--- src/rtl/regfile_multiport.sv ---
// regfile_multiport: parametrised general-purpose register file.
//   N combinational read ports, one write port, optional write-to-read bypass.
//   Register 0 reads as zero. STATUS_REG holds sticky, write-1-to-clear
//   flags that capture rising edges of asynchronous peripheral lines.
//   A sweep-clear sequencer zeroes registers 1..DEPTH-1, one per cycle.
// Ports:
//   clk, reset        clock (rising edge), asynchronous active-low reset
//   rd_addr/rd_data   packed read ports, port k at slice k
//   wr_en/addr/data   single write port
//   status_in         asynchronous peripheral event lines
//   clr_req           request a sweep-clear of all registers
//   clr_busy          sweep-clear in progress
//   irq_pending       OR of the sticky status bits
module regfile_multiport #(
    parameter int unsigned DATA_W     = 32,
    parameter int unsigned ADDR_W     = 5,
    parameter int unsigned NUM_RD     = 2,
    parameter int unsigned BYPASS     = 1,
    parameter int unsigned STATUS_REG = 27,
    parameter int unsigned STATUS_W   = 2
) (
    input  logic                       clk,
    input  logic                       reset,
    input  logic [NUM_RD*ADDR_W-1:0]   rd_addr,
    output logic [NUM_RD*DATA_W-1:0]   rd_data,
    input  logic                       wr_en,
    input  logic [ADDR_W-1:0]          wr_addr,
    input  logic [DATA_W-1:0]          wr_data,
    input  logic [STATUS_W-1:0]        status_in,
    input  logic                       clr_req,
    output logic                       clr_busy,
    output logic                       irq_pending
);

    localparam int unsigned DEPTH = 1 << ADDR_W;
    localparam logic [DATA_W-1:0] STICKY_MASK = ~({DATA_W{1'b1}} << STATUS_W);
    localparam logic [ADDR_W-1:0] LAST_ADDR   = ADDR_W'(DEPTH - 1);
    localparam logic [ADDR_W-1:0] STATUS_ADDR = ADDR_W'(STATUS_REG);

    typedef enum logic {
        IDLE  = 1'b0,
        CLEAR = 1'b1
    } state_t;

    state_t              state, state_next;
    logic [ADDR_W-1:0]   cnt, cnt_next;
    logic [DATA_W-1:0]   regs [DEPTH];
    logic [STATUS_W-1:0] s1, s2, s3;
    logic [STATUS_W-1:0] rise;
    logic [DATA_W-1:0]   status_next;
    logic                wr_ok;
    logic                sweep_hit;
    logic [ADDR_W-1:0]   ra;

    assign wr_ok     = wr_en && (wr_addr != '0) && (state == IDLE);
    assign sweep_hit = (state == CLEAR);
    assign rise      = s2 & ~s3;

    // Sweep-clear sequencer: state register
    always_ff @(posedge clk or negedge reset) begin
        if (!reset) begin
            state <= IDLE;
            cnt   <= '0;
        end else begin
            state <= state_next;
            cnt   <= cnt_next;
        end
    end

    // Sweep-clear sequencer: next state; terminates on the last index, not on wrap
    always_comb begin
        state_next = state;
        cnt_next   = cnt;
        case (state)
            IDLE: begin
                if (clr_req) begin
                    state_next = CLEAR;
                    cnt_next   = ADDR_W'(1);
                end
            end
            CLEAR: begin
                cnt_next = cnt + ADDR_W'(1);
                if (cnt == LAST_ADDR) begin
                    state_next = IDLE;
                end
            end
            default: state_next = IDLE;
        endcase
    end

    // Two-flop synchroniser plus edge flop per status line
    always_ff @(posedge clk or negedge reset) begin
        if (!reset) begin
            s1 <= '0;
            s2 <= '0;
            s3 <= '0;
        end else begin
            s1 <= status_in;
            s2 <= s1;
            s3 <= s2;
        end
    end

    // Next status word: sweep or W1C write first, then a rise sets (set wins)
    always_comb begin
        status_next = regs[STATUS_REG];
        if (sweep_hit && (cnt == STATUS_ADDR)) begin
            status_next = '0;
        end else if (wr_ok && (wr_addr == STATUS_ADDR)) begin
            status_next = (wr_data & ~STICKY_MASK)
                        | (regs[STATUS_REG] & ~wr_data & STICKY_MASK);
        end
        status_next = status_next | DATA_W'(rise);
    end

    // Register array
    always_ff @(posedge clk or negedge reset) begin
        if (!reset) begin
            for (int unsigned i = 0; i < DEPTH; i++) begin
                regs[i] <= '0;
            end
        end else begin
            for (int unsigned i = 1; i < DEPTH; i++) begin
                if (i == STATUS_REG) begin
                    regs[i] <= status_next;
                end else if (sweep_hit && (cnt == ADDR_W'(i))) begin
                    regs[i] <= '0;
                end else if (wr_ok && (wr_addr == ADDR_W'(i))) begin
                    regs[i] <= wr_data;
                end
            end
        end
    end

    // Status outputs, registered alongside the state they summarise
    always_ff @(posedge clk or negedge reset) begin
        if (!reset) begin
            clr_busy    <= 1'b0;
            irq_pending <= 1'b0;
        end else begin
            clr_busy    <= (state_next == CLEAR);
            irq_pending <= |status_next[STATUS_W-1:0];
        end
    end

    // Combinational read ports with optional same-cycle forwarding
    always_comb begin
        rd_data = '0;
        ra      = '0;
        for (int unsigned k = 0; k < NUM_RD; k++) begin
            ra = rd_addr[k*ADDR_W +: ADDR_W];
            if (ra == '0) begin
                rd_data[k*DATA_W +: DATA_W] = '0;
            end else if ((BYPASS != 0) && wr_ok && (wr_addr == ra)) begin
                rd_data[k*DATA_W +: DATA_W] = wr_data;
            end else begin
                rd_data[k*DATA_W +: DATA_W] = regs[ra];
            end
        end
    end

endmodule

--- config.mk ---
export PLATFORM = sky130hd
export DESIGN_NAME = regfile_multiport
export DESIGN_NICKNAME = d
export VERILOG_FILES = /design/src/rtl/regfile_multiport.sv
export SDC_FILE = /design/constraint.sdc
export NUM_CORES = 2
export LEC_CHECK = 0
export BUFFER_PORTS_ARGS = -buffer_cell sky130_fd_sc_hd__buf_2
export CAP_MARGIN = 20
export CORE_MARGIN = 2
export CORE_UTILIZATION = 25
export CTS_BUF_LIST = sky130_fd_sc_hd__clkbuf_8
export CTS_CLUSTER_SIZE = 10
export DETAILED_ROUTE_END_ITERATION = 16
export PLACE_DENSITY = 0.4
export SYNTH_ARGS = -nofsm -noshare
export SYNTH_HDL_FRONTEND = slang
export SYNTH_SLANG_ARGS = --single-unit
--- constraint.sdc ---
create_clock -name clk -period 3.11 [get_ports clk]
set_clock_uncertainty 0.15 [all_clocks]
set_input_delay 0.1555 -clock clk [delete_from_list [all_inputs] [get_ports clk]]
set_output_delay 0.1555 -clock clk [all_outputs]
set_load 0.02 [all_outputs]
# --- After elaboration in Yosys (flattened, before gate mapping) ---
# Index checks and enable logic that the tools add are counted.
classes:
  add_sub_neg: 1
  magnitude_cmp: 2
  n_eq_ne: 65
  n_mux: 77
  n_bitwise: 9
  reduce_logical: 100
op_table:
  columns: ["operator", "count"]
  rows:
  - ["$mux W32", 70]
  - ["$bmux W32 S5", 2]
  - ["$eq A5 B5 Y1 const B", 32]
  - ["$eq A5 B4 Y1 const B", 16]
  - ["$logic_and A1 B1 Y1", 66]
  - ["$or A32 B2 Y32", 2]
  - ["$reduce_bool A2 Y1", 30]
  - ["$eq A5 B3 Y1 const B", 8]
  - ["$eq A5 B2 Y1 const B", 4]
  - ["$ge A6 B6 Y1 const B", 2]
  - ["$not A5 Y6", 2]
  - ["$eq A5 B1 Y1 const B", 2]
  - ["$eq A5 B5 Y1", 2]
  - ["$logic_not A5 Y1", 2]
  - ["$pmux W5 S2", 1]
  - ["$add A5 B1 Y5 const B", 1]
  - ["$mux W5", 1]
  - ["$reduce_bool A5 Y1", 1]
  - ["$and A2 B2 Y2", 2]
  - ["$not A2 Y2", 2]
  - ["$mux W1", 2]
  - ["$ne A2 B2 Y1 const B", 1]
  - ["$pmux W1 S2", 1]
  - ["$reduce_or A2 Y1", 1]
  - ["$not A1 Y1", 1]
word_totals:
  ff_bits: 1005
  inputBits: 53
  out_inout_bits: 66
  word_cells: 291

# --- Longest topological paths before layout ---
depth:
  ltp_word: 8
  depth_mapped: 9
  mapped_depth_nobuf: 6

# --- Worst setup path before layout ---
# No wires, ideal clock.
synth_path:
  kind: "reg2out"
  start: "reg, netlist name clr_busy"
  end: "out rd_data[62]"
  arrival_ns: 2.048
  required_ns: 2.804
  path_slack_ns: 0.757
  stages_incl_launch_ff: 8
  path_buffers: 2
  cell_sequence: "dfrtp_1 clkbuf_1 nor2b_1 o41ai_4 nor4_4 buf_2 a311oi_1 a21oi_1"
synth_lines:
  columns: ["element", "line", "text"]
  rows:
  - ["end, declared", "25", "output logic [NUM_RD*DATA_W-1:0] rd_data,"]

==> results.toml <==
[routing]
first_iter_violations = 5134
num_vias = 44296
routedWlPerCell_um = 34.73
vias_per_cell = 5.767
routed_wl_mm = 266.8
drc = 0
drtPass1Iterations = 6
drtAntennaViolNets = 0

[status]
status = "finished, violations left"
violations = "setup timing"

[critical_path]
crit_end = "rd_data[15]"
reg2reg_depth = 7
ff2ff_setup_slack_ps = 70
r2r_end = "regs[134]"
worstSetupPathType = "flop to output port"
cp.arrival_ps = 3060
start_kind = "flop"
crit_required_ps = 2800
crit_fanout = 5
cp-startpoint = "clr_busy"
critPathCaptureType = "output port"
r2r-start = "clr_busy"

[cells_and_area]
finish.instance_area_um2 = 65760
layout_commonest_cell = "dfrtp_1"
multi_input_area_um2 = 27270
regArea_um2 = 25150
nNetsFinal = 4763
drive_gt1_share_pct = 28.64
final_cell_mix = "dfrtp_1, a22o_1, nand2_1, mux4_2, a21oi_1"
utilization_pct = 30.94
nFillCells = 21486
syn_to_final_growth_pct = 22.79

[power_and_ir_drop]
intPower_mw = 24.26
powerDensity_nw_per_um2 = 553.2
pwr-share-clk_pct = 37.1
pwr-share-seq_pct = 41.8
swShare_pct = 33.32
p_sw_mw = 12.12
peakVddDrop_uv = 324.7
power_mw = 36.38
comb_power_share_pct = 21.1
p_leak_nw = 28.28

[synth]
ys_warn_count = 32
syn_area_um2 = 53550
synth_seq_cells = 1005
synth_nets = 4597
syn_inst = 4538
yosysUniqueCellTypes = 55
async_reset_ff_share_pct = 100.0
synth.avg_cell_area_um2 = 11.80
ys.flop_type = "dfrtp_1"
yosysSeqAreaShare_pct = 46.96
synth_edf_count = 0

[placement]
gp_congestion = 0.8540
hpwl_mm = 161.6
numPortBuffers = 118
place_area_um2 = 59720

[sta]
max-slew-margin-rel_pct = 22.15
setup_slack_ps = -257.5
rsz0062_at_grt = "true"
min_period_ps = 3368
tns_ps = -9593
worst_hold_slack_ps = 54.93
hold_violations = 0
fmax_mhz = 297.0
setup_viol_count_final = 64
drv_slew = 0
worst_pin_slew_ps = 1165
finalCritPeriodShare_pct = 108.3

[floorplanning]
start_util_pct = 25.20
die_area_um2 = 217900
die_y_um = 466.8
rows = 169
coreArea_um2 = 212500
io_pins = 119
die_x_um = 466.8

[grt]
grt_antenna_before_repair = 21
grt-ovfl-total = 0
grt_first_pass_wirelength_mm = 370.5
grt_max_degree = 112
grt_pass1_vias = 44516
groute.usage.overall_pct = 24.02

[cts]
cts_max_level = 4
clockBufferDepth = 3
clk_pin_slew_ps = 60
worstSkewPairLatency_ps = 950
numCtsBuffers = 189
cts_root_buf = "clkbuf_8"
cts_tree = "done"
numClockSinks = 1005

[min_path]
hp-class = "primary input to flop"

[flow_run]
maxCapViolCount = 0
## stage by stage
stage | setup slack (ps) | cells
2_1_floorplan | 756.6 | 4538
3_3_place_gp | 66.49 | 7228
3_5_place_dp | 57.09 | 7231
4_1_cts | -308.6 | 7660
5_1_grt | -358.8 | 7680
6_report | -257.5 | 7681
## area by class of cell
type | count | share of cell area [%]
repair buffers | 540 | 9.051
well taps | 2821 | 5.368
inverters | 10 | 0.05708
diodes | 6 | 0.02283
clock inverters | 108 | 0.9133
flip-flops and latches | 1005 | 38.25
clock buffers | 233 | 4.877
multi-input cells | 2958 | 41.46
## power by group through the flow
stage          Clock (mW)  Combinational (mW)  Sequential (mW)
6_report             13.5                7.68             15.2
5_1_grt              14.3                8.03             15.3
4_1_cts              13.8                7.60             15.2
3_5_place_dp            0                7.28             15.4
3_3_place_gp            0                7.19             15.4
2_1_floorplan           0                3.86             15.0
## cells in the mapped netlist (4+ instances only)
cell / n / share of area, %
a21oi_1: 311 / 2.9
a221o_1: 30 / 0.56
a221oi_1: 32 / 0.52
a22o_1: 706 / 12
a22oi_1: 122 / 1.7
and2_1: 6 / 0.070
and3_1: 12 / 0.14
buf_1: 50 / 0.35
buf_2: 94 / 0.88
buf_4: 10 / 0.14
clkbuf_1: 408 / 2.9
dfrtp_1: 1005 / 47
ha_1: 6 / 0.14
inv_1: 10 / 0.070
mux2_2: 125 / 2.6
mux2i_1: 195 / 3.6
mux4_2: 384 / 16
nand2_1: 690 / 4.8
nand2b_1: 7 / 0.082
nand3_1: 10 / 0.093
nand4_1: 32 / 0.37
nor2_1: 99 / 0.69
nor2b_1: 13 / 0.15
nor3_1: 4 / 0.037
o211ai_1: 32 / 0.45
o21ai_0: 33 / 0.31
o22ai_1: 32 / 0.37
o311ai_0: 32 / 0.52
xnor2_1: 8 / 0.13
## layer usage
metal | part of all wire, % | vias to the layer above | wire length (um) | GRT usage [%]
li1 | - | 17686 | - | -
met1 | 44 | 23862 | 116200 | 33.59
met2 | 45 | 2243 | 119000 | 36.38
met3 | 8.0 | 501 | 21270 | 4.983
met4 | 3.9 | 4 | 10300 | 8.988
met5 | 0.0064 | - | 17 | 0
## critical path, stage by stage, from the launching register on
cell and delay [ps]:
dfrtp_2 420, nor2b_4 130, o41ai_4 90, buf_4 160
buf_6 110, o31ai_4 220, buf_6 220, buf_8 150
o211ai_1 300, buf_4 280
## logic make-up (layout without fill, tap and decap cells)
kind of cell             count (synthesis)  in the layout  share of synthesized area [%]
AO/OA/AOI/OAI                         1346           1346                          19.18
XOR/XNOR                                10             10                         0.1636
adder cells (fa/ha/maj)                  6              6                         0.1402
buffers and inverters                  575            891                          4.362
flip-flops                            1005           1005                          46.96
multiplexers                           704            704                          22.42
other                                    0              6                              0
AND/OR/NAND/NOR                        892            892                          6.771
## timing repair
action	4_1_cts	5_1_grt
endpoints found under the setup margin	64	64
setup buffers	25	19
hold buffers	64	0
gates resized for setup	241	58
endpoints found under the hold margin	2006	0
cloned	5	2
pin swaps	39	28
## worst min-delay path by stage
stage,startpoint,end,slack (ps),cells after the start
after floorplan,reset,clr_busy,-290,0
after global placement,reset,irq_pending,-90,1
after detailed placement,reset,irq_pending,-90,1
after CTS,wr_addr[0],regs[581],0.4,7
after global routing,wr_data[16],regs[208],50,3
final,wr_data[16],regs[208],50,3
## sequential cells by signal, summed over array words and instances, names as in the netlist
name,flops
s3,2
irq_pending,1
cnt,5
regs,992
s2,2
clr_busy,1
s1,2
No activity file was read; power rests on OpenSTA's default activity.
